$ cat config.mk
export PLATFORM = sky130hd
export DESIGN_NAME = dqpsk_modulator
export DESIGN_NICKNAME = d
export VERILOG_FILES = /design/src/rtl/dqpsk_pkg.sv /design/src/rtl/dqpsk_mapper.sv /design/src/rtl/dqpsk_modulator.sv
export SDC_FILE = /design/constraint.sdc
export NUM_CORES = 1
export LEC_CHECK = 0
export CAP_MARGIN = 15
export CORE_MARGIN = 2
export CORE_UTILIZATION = 48
export DETAILED_ROUTE_END_ITERATION = 10
export HOLD_SLACK_MARGIN = 0.1
export PLACE_DENSITY = 0.73
export SYNTH_ARGS = -nofsm -noshare
export SYNTH_HDL_FRONTEND = slang
export SYNTH_HIERARCHICAL = 1
export SYNTH_SLANG_ARGS = --single-unit
$ cat constraint.sdc
create_clock -name clk -period 9.28 [get_ports clk]
set_input_delay 1.856 -clock clk [delete_from_list [all_inputs] [get_ports clk]]
set_output_delay 1.856 -clock clk [all_outputs]
set_load 0.02 [all_outputs]
$ cat src/rtl/dqpsk_pkg.sv
// Shared types, constants and helpers for the DQPSK transmit path.
package dqpsk_pkg;

    typedef enum logic [1:0] {IDLE, PREAMBLE, DATA, FLUSH} state_t;

    // Raised-cosine-like envelope, one weight per sample of a symbol.
    localparam int unsigned ENV_LEN = 5;
    localparam int unsigned ENV_WEIGHT [ENV_LEN] = '{1, 3, 5, 3, 1};

    // 1/sqrt(2) in Q8, projects the envelope onto each of I and Q.
    localparam int unsigned INV_SQRT2_Q8 = 181;

    // Gray dibit to phase increment in quarter turns.
    function automatic logic [1:0] gray_to_inc(input logic [1:0] dibit);
        logic [1:0] inc;
        case (dibit)
            2'b00:   inc = 2'd0;
            2'b01:   inc = 2'd1;
            2'b11:   inc = 2'd2;
            default: inc = 2'd3;
        endcase
        return inc;
    endfunction

    // Phase to {i_negative, q_negative}.
    function automatic logic [1:0] phase_to_sign(input logic [1:0] phase);
        logic [1:0] sgn;
        case (phase)
            2'd0:    sgn = 2'b00;
            2'd1:    sgn = 2'b10;
            2'd2:    sgn = 2'b11;
            default: sgn = 2'b01;
        endcase
        return sgn;
    endfunction

endpackage

$ cat src/rtl/dqpsk_mapper.sv
// Registered mapping of (phase, sample index) to signed I/Q and envelope samples.
module dqpsk_mapper
    import dqpsk_pkg::*;
#(
    parameter int unsigned DATA_WIDTH = 16,
    parameter int unsigned AMP_SCALE  = 10,
    parameter int unsigned IDX_W      = 3
) (
    input  logic                         clk,
    input  logic                         rst_n,
    input  logic                         ce,
    input  logic                         strobe,
    input  logic                         zero,
    input  logic [1:0]                   phase,
    input  logic [IDX_W-1:0]             idx,
    output logic signed [DATA_WIDTH-1:0] i_sample,
    output logic signed [DATA_WIDTH-1:0] q_sample,
    output logic [DATA_WIDTH-1:0]        amp_sample,
    output logic                         strobe_out
);

    logic [DATA_WIDTH-1:0] amp;
    logic [DATA_WIDTH+7:0] prod;
    logic [DATA_WIDTH-1:0] mag;
    logic [DATA_WIDTH-1:0] neg_mag;
    logic [1:0]            sgn;
    logic                  strobe_q;

    // Envelope lookup and projection onto the I/Q axes.
    always_comb begin
        amp = '0;
        if (!zero && (32'(idx) < ENV_LEN)) begin
            amp = DATA_WIDTH'(ENV_WEIGHT[idx] * AMP_SCALE);
        end
        prod    = (DATA_WIDTH + 8)'(amp) * (DATA_WIDTH + 8)'(INV_SQRT2_Q8);
        mag     = prod[DATA_WIDTH+7:8];
        neg_mag = '0 - mag;
        sgn     = phase_to_sign(phase);
    end

    // Sample registers load only on a qualified strobe; the pulse register tracks it.
    always_ff @(posedge clk or negedge rst_n) begin
        if (!rst_n) begin
            i_sample   <= '0;
            q_sample   <= '0;
            amp_sample <= '0;
            strobe_q   <= 1'b0;
        end else begin
            strobe_q <= strobe;
            if (strobe) begin
                i_sample   <= sgn[1] ? neg_mag : mag;
                q_sample   <= sgn[0] ? neg_mag : mag;
                amp_sample <= amp;
            end
        end
    end

    // A pending pulse is suppressed while the block is stalled.
    assign strobe_out = strobe_q & ce;

endmodule

$ cat src/rtl/dqpsk_modulator.sv
// DQPSK symbol generator: preamble, data and flush symbols at SPS samples per symbol.
// Optional build macro DQPSK_PRBS_EN replaces the dibit handshake with an internal PRBS-7.
module dqpsk_modulator
    import dqpsk_pkg::*;
#(
    parameter int unsigned DATA_WIDTH    = 16,
    parameter int unsigned SPS           = 5,
    parameter int unsigned AMP_SCALE     = 10,
    parameter int unsigned PREAMBLE_LEN  = 8,
    parameter int unsigned FRAME_SYMBOLS = 64
) (
    input  logic                         clk,
    input  logic                         rst_n,
    input  logic                         ce,
    input  logic                         strobe_in,
    input  logic                         start,
    input  logic                         sym_valid,
    input  logic [1:0]                   sym_data,
    output logic                         sym_ready,
    output logic signed [DATA_WIDTH-1:0] I_out,
    output logic signed [DATA_WIDTH-1:0] Q_out,
    output logic [DATA_WIDTH-1:0]        Amp_out,
    output logic                         strobe_out,
    output logic                         busy,
    output logic [6:0]                   sym_count,
    output logic                         underrun
);

    localparam int unsigned IDX_W = (SPS > 1) ? $clog2(SPS) : 1;
    localparam int unsigned PRE_W = (PREAMBLE_LEN > 0) ? $clog2(PREAMBLE_LEN + 1) : 1;

    state_t             state_q, state_d;
    logic [1:0]         phase_q, phase_d;
    logic [IDX_W-1:0]   idx_q, idx_d;
    logic [PRE_W-1:0]   pre_cnt_q, pre_cnt_d;
    logic [6:0]         sym_count_q, sym_count_d;
    logic               underrun_q, underrun_d;
    logic               hold_full_q, hold_full_d;
    logic [1:0]         hold_data_q, hold_data_d;
    logic               strobe;
    logic               boundary;
    logic               data_sym;
    logic               zero;

`ifdef DQPSK_PRBS_EN
    logic [6:0] lfsr_q, lfsr_d;
    logic [6:0] lfsr_s1, lfsr_s2;
    logic       fb1, fb2;

    // Two steps of x^7+x^6+1 per data symbol; the two feedback bits form the dibit.
    always_comb begin
        fb1     = lfsr_q[6] ^ lfsr_q[5];
        lfsr_s1 = {lfsr_q[5:0], fb1};
        fb2     = lfsr_s1[6] ^ lfsr_s1[5];
        lfsr_s2 = {lfsr_s1[5:0], fb2};
    end

    assign sym_ready = 1'b0;
`else
    assign sym_ready = ~hold_full_q;
`endif

    assign strobe   = strobe_in & ce;
    assign boundary = strobe && (idx_q == '0);

    // Frame sequencing, phase accumulation and holding-register handshake.
    always_comb begin
        state_d     = state_q;
        phase_d     = phase_q;
        idx_d       = idx_q;
        pre_cnt_d   = pre_cnt_q;
        sym_count_d = sym_count_q;
        underrun_d  = underrun_q;
        hold_full_d = hold_full_q;
        hold_data_d = hold_data_q;
        data_sym    = 1'b0;
`ifdef DQPSK_PRBS_EN
        lfsr_d      = lfsr_q;
`endif

        if (strobe) begin
            idx_d = (idx_q == IDX_W'(SPS - 1)) ? '0 : idx_q + 1'b1;
        end

        unique case (state_q)
            IDLE: begin
                if (start && ce) begin
                    state_d     = PREAMBLE;
                    phase_d     = 2'd0;
                    idx_d       = '0;
                    pre_cnt_d   = '0;
                    sym_count_d = '0;
                    underrun_d  = 1'b0;
`ifdef DQPSK_PRBS_EN
                    lfsr_d      = 7'h7F;
`endif
                end
            end
            PREAMBLE: begin
                if (boundary) begin
                    if (32'(pre_cnt_q) < PREAMBLE_LEN) begin
                        // First preamble symbol is the phase reference.
                        if (pre_cnt_q != '0) phase_d = phase_q + 2'd2;
                        pre_cnt_d = pre_cnt_q + 1'b1;
                    end else begin
                        state_d  = DATA;
                        data_sym = 1'b1;
                    end
                end
            end
            DATA: begin
                if (boundary) begin
                    if (32'(sym_count_q) < FRAME_SYMBOLS) data_sym = 1'b1;
                    else                                   state_d  = FLUSH;
                end
            end
            FLUSH: begin
                if (boundary) state_d = IDLE;
            end
        endcase

        if (data_sym) begin
            sym_count_d = sym_count_q + 7'd1;
`ifdef DQPSK_PRBS_EN
            phase_d = phase_q + gray_to_inc({fb1, fb2});
            lfsr_d  = lfsr_s2;
`else
            if (hold_full_q) begin
                phase_d     = phase_q + gray_to_inc(hold_data_q);
                hold_full_d = 1'b0;
            end else begin
                underrun_d = 1'b1;
            end
`endif
        end

        // Consume is resolved above, so a same-cycle transfer lands in the emptied register.
        if (sym_valid && sym_ready && ce) begin
            hold_full_d = 1'b1;
            hold_data_d = sym_data;
        end

        zero = (state_q == IDLE) || (state_d == FLUSH) || (state_d == IDLE);
    end

    // Control state; every update is already qualified by ce.
    always_ff @(posedge clk or negedge rst_n) begin
        if (!rst_n) begin
            state_q     <= IDLE;
            phase_q     <= 2'd0;
            idx_q       <= '0;
            pre_cnt_q   <= '0;
            sym_count_q <= '0;
            underrun_q  <= 1'b0;
            hold_full_q <= 1'b0;
            hold_data_q <= 2'b00;
`ifdef DQPSK_PRBS_EN
            lfsr_q      <= 7'h7F;
`endif
        end else begin
            state_q     <= state_d;
            phase_q     <= phase_d;
            idx_q       <= idx_d;
            pre_cnt_q   <= pre_cnt_d;
            sym_count_q <= sym_count_d;
            underrun_q  <= underrun_d;
            hold_full_q <= hold_full_d;
            hold_data_q <= hold_data_d;
`ifdef DQPSK_PRBS_EN
            lfsr_q      <= lfsr_d;
`endif
        end
    end

    assign busy      = (state_q != IDLE);
    assign sym_count = sym_count_q;
    assign underrun  = underrun_q;

    // The emitted sample uses the phase of the symbol it belongs to, i.e. the updated phase.
    dqpsk_mapper #(
        .DATA_WIDTH (DATA_WIDTH),
        .AMP_SCALE  (AMP_SCALE),
        .IDX_W      (IDX_W)
    ) u_mapper (
        .clk        (clk),
        .rst_n      (rst_n),
        .ce         (ce),
        .strobe     (strobe),
        .zero       (zero),
        .phase      (phase_d),
        .idx        (idx_q),
        .i_sample   (I_out),
        .q_sample   (Q_out),
        .amp_sample (Amp_out),
        .strobe_out (strobe_out)
    );

endmodule

## Word level (Yosys, flattened, before mapping)

Memory sizes are Yosys's and may differ from the RTL's.
Cells that the tools add are included.
W data, S select, Z words.

- Register bits: 71
- ROM bits: 256
- Input bits: 8
- Output and inout bits: 59
- Word-level logic and storage cells: 107
- Memories: 1

Memory list:

| name | depth | width | read ports | clocked after Yosys merged registers in | wr ports | RTL line | source |
|---|---|---|---|---|---|---|---|
| (name not given) | 8 | 32 | 1 | 0 | 0 | dqpsk_mapper.sv:33 | `amp = DATA_WIDTH'(ENV_WEIGHT[idx] * AMP_SCALE);` |

- Add/subtract/negate cells: 6
- $mul: 2
- Magnitude comparators: 4
- Equality and inequality tests: 12
- Muxes and demuxes: 45
- Bitwise operators: 4
- Reductions and logical operators: 21

Operator list:

| cell | count |
|---|---|
| $mux W32 | 2 |
| $mux W16 | 3 |
| $mul A32 B3 Y15 const B | 1 |
| $mux W2 | 14 |
| $mul A16 B8 Y24 const B | 1 |
| $mux W7 | 3 |
| $sub A1 B16 Y16 const A | 1 |
| $mux W3 | 4 |
| $mux W4 | 3 |
| $pmux W2 S3 | 2 |
| $eq A2 B2 Y1 const B | 5 |
| $mux W1 | 10 |
| $reduce_bool A2 Y1 | 5 |
| $logic_not A2 Y1 | 4 |
| $pmux W2 S4 | 1 |
| $pmux W4 S2 | 1 |
| $add A7 B1 Y7 const B | 1 |
| $lt A7 B7 Y1 const B | 1 |
| $eq A2 B1 Y1 const B | 3 |
| $ne A2 B2 Y1 const B | 3 |
| $logic_and A1 B1 Y1 | 5 |
| $add A4 B1 Y4 const B | 1 |
| $ge A4 B4 Y1 const B | 1 |
| $lt A4 B4 Y1 const B | 1 |
| 16 further kinds | 18 |

## Depth between registers and ports, before layout

- Depth in word-level cells: 13
- Gate-level depth with buffers: 27
- Mapped depth without buffers: 25

## Hierarchy

The synthesis kept the hierarchy.

By module, submodules not included:

| module | instances | cells each | area an instance (sq um) | sequential area each (sq um) |
|---|---|---|---|---|
| dqpsk_mapper | 1 | 278 | 2647.5 | 900.9 |
| dqpsk_modulator | 1 | 142 | 1322.5 | 550.5 |

## Worst setup path after synthesis

No wires, ideal clock.

- Kind: input port to flip-flop
- From: in ce
- To: reg u_mapper.q_sample[15]
- Setup time: 125 ps
- Arrival: 6658 ps
- Required time: 9155 ps
- Path slack: 2498 ps
- Cell stages on the path: 20
- Cells stage by stage: nand4b_4 o31a_1 a31oi_1 xor2_1 nand2_1 nor4b_4 inv_1 fa_1 fa_1 inv_1 ha_1 ha_1 and2_1 nand4_4 a22o_1 or2_4 nor3_4 ha_1 nor2_1 mux2_2

- Cells in the longest elaborated chain, start to end: 13
- Elaborated cells on any way between the ends: 30

RTL lines:

| item | RTL line | source |
|---|---|---|
| from (decl) | dqpsk_modulator.sv:14 | `input logic ce,` |
| $and A1 B1 Y1 | dqpsk_modulator.sv:63 | `assign strobe = strobe_in & ce;` |
| $logic_and A1 B1 Y1 | dqpsk_modulator.sv:64 | `assign boundary = strobe && (idx_q == '0);` |
| $mux W2 (on tied branches) | dqpsk_modulator.sv:118, dqpsk_modulator.sv:100, dqpsk_modulator.sv:112 |  |
| $pmux W2 S4 (*) | dqpsk_modulator.sv:85 | `unique case (state_q)` |
| $eq A2 B2 Y1 | dqpsk_modulator.sv:143 | `zero = (state_q == IDLE) \|\| (state_d == FLUSH) \|\| (state_d == IDLE);` |
| $logic_or A1 B1 Y1 | dqpsk_modulator.sv:143 |  |
| $logic_or A1 B1 Y1 (*) | dqpsk_modulator.sv:143 |  |
| named net zero | dqpsk_modulator.sv:43 | `logic zero;` |
| $logic_not A1 Y1 (*) | dqpsk_mapper.sv:32 | `if (!zero && (32'(idx) < ENV_LEN)) begin` |
| $logic_and A1 B1 Y1 (*) | dqpsk_mapper.sv:32 |  |
| $mux W16 (*) | dqpsk_mapper.sv:32 |  |
| $mul A16 B8 Y24 (*) | dqpsk_mapper.sv:35 | `prod = (DATA_WIDTH + 8)'(amp) * (DATA_WIDTH + 8)'(INV_SQRT2_Q8);` |
| $sub A1 B16 Y16 | dqpsk_mapper.sv:37 | `neg_mag = '0 - mag;` |
| $mux W16 (*) | dqpsk_mapper.sv:52 | `q_sample <= sgn[0] ? neg_mag : mag;` |
| to (signal assigned) | dqpsk_mapper.sv:52 |  |
| to (decl) | dqpsk_mapper.sv:17 | `output logic signed [DATA_WIDTH-1:0] q_sample,` |

Mark *: on every way through the listed nets, which the timed path passes. The rest lies on a longest branch.
A chain may end at the register's enable or synchronous reset.

## Worst setup path in the final report

- From: in ce
- To: reg u_mapper.q_sample[7]

- Cells in the longest elaborated chain, start to end: 13
- Elaborated cells on any way between the ends: 30

RTL lines:

| item | RTL line | source |
|---|---|---|
| $and A1 B1 Y1 | dqpsk_modulator.sv:63 |  |
| $logic_and A1 B1 Y1 | dqpsk_modulator.sv:64 |  |
| $mux W2 (on tied branches) | dqpsk_modulator.sv:118, dqpsk_modulator.sv:100, dqpsk_modulator.sv:112 |  |
| $pmux W2 S4 (*) | dqpsk_modulator.sv:85 |  |
| named net state_d[1] | dqpsk_modulator.sv:32 | `state_t state_q, state_d;` |
| $eq A2 B2 Y1 | dqpsk_modulator.sv:143 |  |
| $logic_or A1 B1 Y1 | dqpsk_modulator.sv:143 |  |
| $logic_or A1 B1 Y1 (*) | dqpsk_modulator.sv:143 |  |
| named net zero | dqpsk_modulator.sv:43 |  |
| $logic_not A1 Y1 (*) | dqpsk_mapper.sv:32 |  |
| $logic_and A1 B1 Y1 (*) | dqpsk_mapper.sv:32 |  |
| $mux W16 (*) | dqpsk_mapper.sv:32 |  |
| $mul A16 B8 Y24 (*) | dqpsk_mapper.sv:35 |  |
| $sub A1 B16 Y16 | dqpsk_mapper.sv:37 |  |
| $mux W16 (*) | dqpsk_mapper.sv:52 |  |

Marked as above.

==> run_results.csv <==
group,metric,value,unit
hold_path,holdPathStages,2,
power,p_per_area,234.3,nW/um2
synth,synthCells,420,
floorplan,die_h,94.95,um
setup_path,crit_path_max_incr_delay,0.65,ns
sta,tns,0,ns
grt,grt_start_max_net_pins,59,
setup_path,critPathRequiredTime,9.49,ns
power,switching_share,0.3942,
synth,syn-cell-area,3970,um2
cells_and_area,diodes,0,
cells_and_area,fin_util,0.5854,
grt,antenna_found_initial,0,
power,p_leak,2.366,nW
sta,skew,0.004230,ns
clock_tree,root_buffer,"clkbuf_8",
clock_tree,clockBufferDepth,2,
clock_tree,postCtsHoldBufs,0,
power,peakVddDrop,158.8,uV
route,vias,3185,
synth,synth_most_common_cell,"dfrtp_1",
setup_path,crit_path_frequent_cell,"ha_1",
setup_path,worst-setup-path-type,"in2reg",
synth,synth_top_area_frac,0.3656,
sta,whs,0.4797,ns
sta,period_needed,7.666,ns
setup_path,worstPathCellList,"clkdlybuf4s50_1, nand4b_4, a21oi_1, o22ai_2, xor2_1, nand2_1, nor4b_4, inv_1, fa_1, fa_1, inv_1, ha_1, ha_1, and2_1, nand4_4, a22o_1, or2_4, nor3_4, ha_1, mux2i_1, a21oi_1",
floorplan,boundaryPins,67,
synth,synth_cell_type_count,54,
synth,synth_ff_type,"dfrtp_1",
clock_tree,clkLatencyLatePin,0.34,ns
cells_and_area,layout.nets,528,
hold_path,min-delay-start,"underrun",
cells_and_area,final_layout_size_suffix_gt1_frac,0.08577,
grt,grt_overflow,0,
route,postRouteAntennaNets,0,
sta,relSlewSlack,0.5097,
clock_tree,ctsResizeCount,0,
place,port-buffer-count,56,
setup_path,cp_max_fo,10,
grt,grt_pass1_wl,14530,um
route,firstDrtPassIters,4,
floorplan,num_rows,33,
sta,drv_slew,0,
floorplan,initial_core_util,0.4881,
sta,period_share,0.8261,
sta,setup-violations-final,0,
setup_path,r2r_slack,2.90,ns
synth,postSynth.asyncResetShare,1.000,
synth,synth-edff-count,0,
synth,avgSynthCellArea,9.453,um2
outcome,status,"finished, final reports clean",
clock_tree,clk_pin_slew,0.06,ns
route,via_per_inst,5.463,
setup_path,cp-end-kind,"register",
synth,synthTopCellsByCount,"dfrtp_1 (58), inv_1 (50), ha_1 (41)",
floorplan,dieArea,9015,um2
power,pwr-share-seq,0.318,
route,wl_per_cell,14.97,um
hold_path,hold_end,"underrun",
cells_and_area,syn2layout_area_growth,19.95,%
clock_tree,cts_buffers,9,
place,routabilityCongestion,0.9115,
synth,ys_warn_count,6,
place,hpwlAfterDp,6437,um
hold_path,hold_path_class,"reg2reg",
clock_tree,tritoncts,"built",
synth,synth_top_area_cell,"dfrtp_1",
clock_tree,cts_setup_buffers,0,
setup_path,cp-start-kind,"primary input",
synth,yosys-top-cells-area,"dfrtp_1 (37%), ha_1 (13%), inv_1 (4.7%)",
route,drc,0,
setup_path,r2r.worst_path.cells,22,
power,combinationalPowerShare,0.463,
sta,finalHoldViolCount,0,
sta,rsz0062_at_grt,"no",
synth,ys_seq_area_frac,0.3656,
sta,max_freq,0.1304,GHz
power,p_switching,0.0004398,W
setup_path,r2r-end,"u_mapper/q_sample[7]",
power,p_int,0.0006759,W
sta,worst_slew_pin_slew,0.7355,ns
flow_run,drv_cap,0,
grt,grt_pass1_vias,3140,
route,drtIter0Drc,154,
setup_path,r2r-start,"idx_q[0]",
grt,grt_util_all_layers,0.2086,
setup_path,worstPathArrival,7.87,ns
synth,ys_ff_latch,58,
floorplan,core,8134,um2
floorplan,die_w,94.95,um
clock_tree,cts.sinks,58,
route,routed_wl,8726,um
setup_path,crit_slowest_cell,"clkdlybuf4s50_1",
power,pwr-share-clk,0.219,
clock_tree,cts_htree_levels,3,
## worst max-delay path, delay by kind of cell
kind | cells | cell delay, ns
xor gates and xnor gates | 1 | 0.17
muxes | 1 | 0.14
adders and majority gates | 5 | 2.06
AOI/OAI and AO/OA | 4 | 0.83
and+or+nand+nor | 7 | 1.86
buffers and inverters | 3 | 0.94
## layout make-up
| type | count | area [um2] |
|---|---|---|
| fillers | 706 | 3372 |
| multi-input cells | 297 | 2217 |
| flip-flops and latches | 58 | 1451 |
| repair buffers | 58 | 570.5 |
| inverters | 50 | 187.7 |
| clock buffers | 13 | 168.9 |
| well taps | 105 | 131.4 |
| clock inverters | 2 | 35.03 |
## power by group through the flow
stage	Sequential (W)	Combinational (W)	Clock, W
6_report	0.000355	0.000517	0.000244
5_1_grt	0.000363	0.000570	0.000264
4_1_cts	0.000356	0.000516	0.000250
3_5_place_dp	0.000360	0.000511	0
3_3_place_gp	0.000358	0.000502	0
2_1_floorplan	0.000400	0.000303	0
## worst max-delay path by stage
stage,start,end,slack (ns),cells after the start
after floorplan,ce,u_mapper/q_sample[15],2.50,20
after global placement,ce,u_mapper/q_sample[15],1.48,21
after detailed placement,ce,u_mapper/q_sample[7],1.32,21
after CTS,ce,u_mapper/q_sample[7],1.65,21
after global routing,ce,u_mapper/q_sample[15],1.16,21
final,ce,u_mapper/q_sample[7],1.61,21
## sequential cells by signal, summed over array words and instances, names as in the netlist, 2 cells and up
name and count:
hold_data_q 2, idx_q 3, phase_q 2, pre_cnt_q 4
state_q 2, sym_count 7, u_mapper/amp_sample 6, u_mapper/i_sample 15
u_mapper/q_sample 14
## metrics by stage
step           worst slack (ns)  total power, W  std cells  cell area [um2]
3_3_place_gp              1.484       0.0008599        568             4558
4_1_cts                   1.649        0.001122        583             4762
5_1_grt                   1.162        0.001197        583             4762
3_5_place_dp              1.317       0.0008710        568             4558
2_1_floorplan             2.498       0.0007030        429             4004
6_report                  1.614        0.001116        583             4762
## placed cells by master, fill, tap and decap left out, types with 3 or more instances in the layout
| cell type | netlist | layout |
|---|---|---|
| and3_1 | 3 | 3 |
| a21oi_1 | 25 | 25 |
| a31oi_1 | 6 | 6 |
| clkbuf_8 | 0 | 12 |
| fa_1 | 5 | 5 |
| and2_1 | 9 | 9 |
| o22ai_1 | 7 | 7 |
| nand3_1 | 13 | 13 |
| inv_1 | 50 | 50 |
| o21ai_0 | 20 | 20 |
| mux2_2 | 14 | 14 |
| o31ai_1 | 4 | 4 |
| nor2b_1 | 5 | 5 |
| o221ai_1 | 3 | 3 |
| mux2i_1 | 6 | 6 |
| conb_1 | 1 | 10 |
| nand2_1 | 30 | 30 |
| xnor2_1 | 10 | 10 |
| a21o_1 | 4 | 4 |
| xor2_1 | 5 | 5 |
| a211oi_1 | 4 | 4 |
| nand2b_1 | 8 | 8 |
| ha_1 | 41 | 41 |
| nor3_1 | 3 | 3 |
| dfrtp_1 | 58 | 58 |
| nor2_1 | 27 | 27 |
| o21ai_1 | 6 | 6 |
| clkdlybuf4s50_1 | 0 | 55 |
## kinds of logic after synthesis
| group | synth area share |
|---|---|
| xor gates and xnor gates | 0.03309 |
| other | 0.0009446 |
| adders and majority gates | 0.1544 |
| muxes | 0.05484 |
| AOI/OAI and AO/OA | 0.1529 |
| buffers and inverters | 0.08446 |
| DFF | 0.3656 |
| and+or+nand+nor | 0.1538 |
## metal layers
layer	part of all wire	global-route usage
met2	0.48	0.3463
met4	0.021	0.09903
met3	0.048	0.05188
met1	0.45	0.2535
met5	0	0
Note: power is estimated with default switching activity, not from simulation.
